<file path="src/rtl/ifu_pkg.sv">
// Shared definitions for the instruction fetch unit: FSM encoding,
// default reset PC and instruction word width.
package ifu_pkg;

    localparam int          INS_W            = 32;
    localparam logic [31:0] RESET_PC_DEFAULT = 32'h0000_3000;

    typedef enum logic [1:0] {
        REQ   = 2'd0,
        WAIT  = 2'd1,
        HOLD  = 2'd2,
        FAULT = 2'd3
    } ifu_state_t;

    // A next PC is usable only when it is word aligned.
    function automatic logic is_misaligned(input logic [31:0] addr);
        return (addr[1:0] != 2'b00);
    endfunction

endpackage

</file>
<file path="src/rtl/ifu_fetch.sv">
// Instruction fetch unit. Holds the PC, issues one instruction fetch at a
// time, and presents the returned word to decode until it is accepted.
// The next PC comes from the downstream npc block and is taken on accept;
// a misaligned next PC parks the unit in a terminal fault state.
module ifu_fetch
    import ifu_pkg::*;
#(
    parameter logic [31:0] RESET_PC = RESET_PC_DEFAULT,
    parameter int          CNT_W    = 32
) (
    input  logic             clk,
    input  logic             rst,
    output logic             imem_req,
    output logic [31:0]      imem_addr,
    input  logic             imem_gnt,
    input  logic             imem_rvalid,
    input  logic [INS_W-1:0] imem_rdata,
    output logic             ins_valid,
    input  logic             ins_ready,
    output logic [INS_W-1:0] ins,
    output logic [31:0]      iaddr,
    input  logic [31:0]      niaddr,
    output logic             fault,
    output logic [CNT_W-1:0] fetch_cnt
);

    ifu_state_t       state_r;
    ifu_state_t       state_nxt_s;
    logic [31:0]      pc_r;
    logic [INS_W-1:0] ins_r;
    logic [CNT_W-1:0] fetch_cnt_r;
    logic             fault_r;
    logic             accept_s;
    logic             bad_next_s;

    assign accept_s   = (state_r == HOLD) && ins_ready;
    assign bad_next_s = is_misaligned(niaddr);

    // Next-state decode; gnt/rvalid only matter in the state that expects them.
    always_comb begin
        state_nxt_s = state_r;
        case (state_r)
            REQ: begin
                if (imem_gnt) begin
                    state_nxt_s = WAIT;
                end else begin
                    state_nxt_s = REQ;
                end
            end
            WAIT: begin
                if (imem_rvalid) begin
                    state_nxt_s = HOLD;
                end else begin
                    state_nxt_s = WAIT;
                end
            end
            HOLD: begin
                if (!ins_ready) begin
                    state_nxt_s = HOLD;
                end else if (bad_next_s) begin
                    state_nxt_s = FAULT;
                end else begin
                    state_nxt_s = REQ;
                end
            end
            FAULT: begin
                state_nxt_s = FAULT;
            end
            default: begin
                state_nxt_s = REQ;
            end
        endcase
    end

    // FSM state register.
    always_ff @(posedge clk or posedge rst) begin
        if (rst) begin
            state_r <= REQ;
        end else begin
            state_r <= state_nxt_s;
        end
    end

    // PC: loads the npc result on accept, otherwise stays put so npc sees stable inputs.
    always_ff @(posedge clk or posedge rst) begin
        if (rst) begin
            pc_r <= RESET_PC;
        end else if (accept_s) begin
            pc_r <= niaddr;
        end
    end

    // Instruction register: captured only on the response while waiting.
    always_ff @(posedge clk or posedge rst) begin
        if (rst) begin
            ins_r <= {INS_W{1'b0}};
        end else if ((state_r == WAIT) && imem_rvalid) begin
            ins_r <= imem_rdata;
        end
    end

    // Accepted-instruction counter, wraps naturally at its width.
    always_ff @(posedge clk or posedge rst) begin
        if (rst) begin
            fetch_cnt_r <= {CNT_W{1'b0}};
        end else if (accept_s) begin
            fetch_cnt_r <= fetch_cnt_r + {{(CNT_W-1){1'b0}}, 1'b1};
        end
    end

    // Sticky fault flag, set together with the move into FAULT.
    always_ff @(posedge clk or posedge rst) begin
        if (rst) begin
            fault_r <= 1'b0;
        end else if (accept_s && bad_next_s) begin
            fault_r <= 1'b1;
        end
    end

    assign imem_req  = (state_r == REQ);
    assign ins_valid = (state_r == HOLD);
    assign imem_addr = pc_r;
    assign iaddr     = pc_r;
    assign ins       = ins_r;
    assign fault     = fault_r;
    assign fetch_cnt = fetch_cnt_r;

endmodule

</file>
<file path="config.mk">
export PLATFORM = sky130hd
export DESIGN_NAME = ifu_fetch
export DESIGN_NICKNAME = d
export VERILOG_FILES = /design/src/rtl/ifu_pkg.sv /design/src/rtl/ifu_fetch.sv
export SDC_FILE = /design/constraint.sdc
export NUM_CORES = 1
export LEC_CHECK = 0
export CAP_MARGIN = 25
export CORE_MARGIN = 2
export CORE_UTILIZATION = 40
export CTS_BUF_LIST = sky130_fd_sc_hd__clkbuf_2 sky130_fd_sc_hd__clkbuf_4 sky130_fd_sc_hd__clkbuf_8
export DETAILED_ROUTE_END_ITERATION = 8
export PLACE_DENSITY = 0.87
export SKIP_LAST_GASP = 1
export SLEW_MARGIN = 10
export SYNTH_ARGS = -nofsm -noshare
export SYNTH_HDL_FRONTEND = slang
export SYNTH_SLANG_ARGS = --single-unit
</file>
<file path="constraint.sdc">
create_clock -name clk -period 6.06 [get_ports clk]
set_clock_uncertainty 0.1 [all_clocks]
set_input_delay 1.515 -clock clk [delete_from_list [all_inputs] [get_ports clk]]
set_output_delay 1.515 -clock clk [all_outputs]
set_load 0.02 [all_outputs]
</file>
==> run metrics <==
largest net degree at the start of global routing 52; setup slack, reg-to-reg 4140 ps; simple-gate portion of the synthesized area 0.1786; largest family of logic cells by synthesized area simple AND/OR/NAND/NOR gates; Least-Margin Pin Slew around 710 ps; endpoints failing setup 0; CP max FO 8; post-synthesis adder-cell area fraction 0.002952; CTS resizes 0; chip height 106.9 um; status finished clean; Fillers 830; Critical Path Source Type flop; CTS Hold Bufs 0; fin crit period 3334 ps; Clock Latency Late Sink 350 ps; fraction of layout cells with a size suffix above 1 0.1055; Post-Route WL around 10 mm; Tot Pwr 0.002949 W; Post-Synth XOR/XNOR Area 0.06405; CTS clock-pin slew for the worst setup and hold paths roughly 90 ps; DR pass1 iterations 4; CP Data Required Time 4450 ps; Post-Syn Nets roughly 460; fmax ~300 MHz; fin cells 695; Sequential Area approximately 2500 um2; # DRC 0; H-tree levels 3; area grow syn2layout 50.09%; core area 10320 um2; Synth Area per Inst 10.98 um2; CTS Buf Count 9; IO Pins 200; Port Buf Inserts about 200; DR WL/cell 14.80 um; final hold violations 0; synthesized flop and latch total 99; Post-CTS Setup Repair Bufs 0; via density per instance around 4.7; Diodes inserted 0; CTS root buf clkbuf_8; antenna violations before repair 0; Worst Hold Class reg -> reg; MaxCap Viol Count 0; crit end category output pin; GRT overflow 0; via count 3263; Nets approximately 620; Post-Place Cell Area a little over 6000 um2; Placed Instances 679; GPL Wtd Cong 0.8558; max-slew violation count 0; total track usage 0.1865; Yosys warning total 0; Power per Cell Area roughly 460 nW/um2; normalized max-slew margin 0.5262; post-route ant nets 0; unrepaired setup endpoints after global routing no; multiplexer area fraction after synthesis 0.08501; initial core utilization 0.4106; clk buf depth 2; DIE WIDTH 106.9 um; area occupied by multi-input gates 1435 um2; first-pass GRT wire length 16.73 mm; Static Leak 2.882 nW; fin crit share 0.5502; Cell Rows 37; CTS tree yes; full die area 11440 um2; Peak VDD IR roughly 320 uV; Synth Area in Compound Gates 0.007969; WHS 380.8 ps; Worst EP arrival 1720 ps; number of global-route vias before repair 3480; Synth Instances 386; 1st-iter DRT viols 86; Post-Layout Inst Area 6362 um2; HPWL Detailed 7.781 mm; Setup Crit Path Kind reg -> out; clk sink count slightly below 100; post-synthesis sequential area ratio 0.5850; Setup TNS 0 ps; Netlist Area Pre-Place 4239 um2; unique cell type count in the Yosys netlist 36
critical path, stage by stage (launching register included):
cell	delay (ps)
dfrtp_1	520
nor2b_1	220
clkdlybuf4s50_1	640
final cells by class:
class	instances	share of cell area
flip-flops and latches	99	0.3898
repair buffers	202	0.3178
multi-input cells	236	0.2256
well taps	136	0.02675
clock buffers	11	0.02281
clock inverters	5	0.01337
inverters	6	0.003933
worst paths after layout:
path | from | end | depth (start not counted)
setup / recovery | state_r[1] | ins_valid | 2
hold / removal | iaddr[12] | iaddr[12] | 2
setup reg to reg | state_r[0] | fetch_cnt[31] | 5
hold reg to reg | iaddr[12] | iaddr[12] | 2
max in group asynchronous | rst | fetch_cnt[6] | 3
min in group asynchronous | rst | ins[27] | 2
flip-flops by register name, indices dropped and copies added (netlist names):
name       cells
state_r        2
iaddr         32
fault          1
ins           32
fetch_cnt     32
where the power goes:
part	switching, W	internal (W)	leakage (nW)
Combinational	0.000704	0.000713	1.53
Clock	0.000228	0.000251	0.114
Sequential	0.000166	0.000887	1.24
layout by cell type, fill, tap and decap left out, drive strengths merged:
cell type      count
ha                 1
inv                7
clkdlybuf4s50    199
dfstp              2
nor4               2
nand3b             1
bufinv             2
nor2              14
nor3               6
clkbuf            11
and3b              1
or2                3
xor2              14
and3               2
nor2b              1
clkinv             1
nand3              9
a21oi              1
and4               1
xnor2             17
nand2            115
mux2              32
a31oi              1
buf                3
nand4b             1
o21bai             1
or3                1
clkinvlp           1
o21ai              3
and2               1
dfrtp             97
nand4              8
cell usage after synthesis (all sizes together):
master | n | area (um2)
a21oi | 1 | 5.000
a31oi | 1 | 6.260
and2 | 1 | 6.260
and3 | 2 | 12.51
and3b | 1 | 8.760
and4 | 1 | 8.760
buf | 40 | 282.8
clkbuf | 5 | 18.77
dfrtp | 97 | 2427
dfstp | 2 | 52.55
ha | 1 | 12.51
inv | 6 | 22.52
mux2 | 32 | 360.3
nand2 | 115 | 431.7
nand3 | 9 | 45.04
nand3b | 1 | 7.510
nand4 | 8 | 50.05
nand4b | 1 | 23.77
nor2 | 14 | 52.55
nor2b | 1 | 6.260
nor3 | 6 | 51.30
nor4 | 2 | 27.53
o21ai | 3 | 15.01
o21bai | 1 | 7.510
or2 | 3 | 18.77
or3 | 1 | 6.260
xnor2 | 17 | 148.9
xor2 | 14 | 122.6
layer usage:
metal / part of all wire / track usage / vias up
met1: 0.40 / 0.2262 / 1575
met4: 0.018 / 0.06401 / 0
li1: - / - / 1542
met2: 0.52 / 0.3271 / 128
met5: 0 / 0 / -
met3: 0.062 / 0.04195 / 18
stage by stage:
stage | setup slack [ps] | util
detailed placement | 2543 | 0.5940
finish | 2726 | 0.6163
global route | 2571 | 0.6163
global placement | 2618 | 0.5925
CTS | 2686 | 0.6163
floorplan | 1858 | -
logic make-up (layout without fill, tap and decap cells):
group | after synthesis | count (layout)
DFF | 99 | 99
buffers and inverters | 51 | 224
and+or+nand+nor | 166 | 166
AOI/OAI and AO/OA | 6 | 6
adders and majority gates | 1 | 1
muxes | 32 | 32
xor gates and xnor gates | 31 | 31
(Power assumes the default switching activity.)
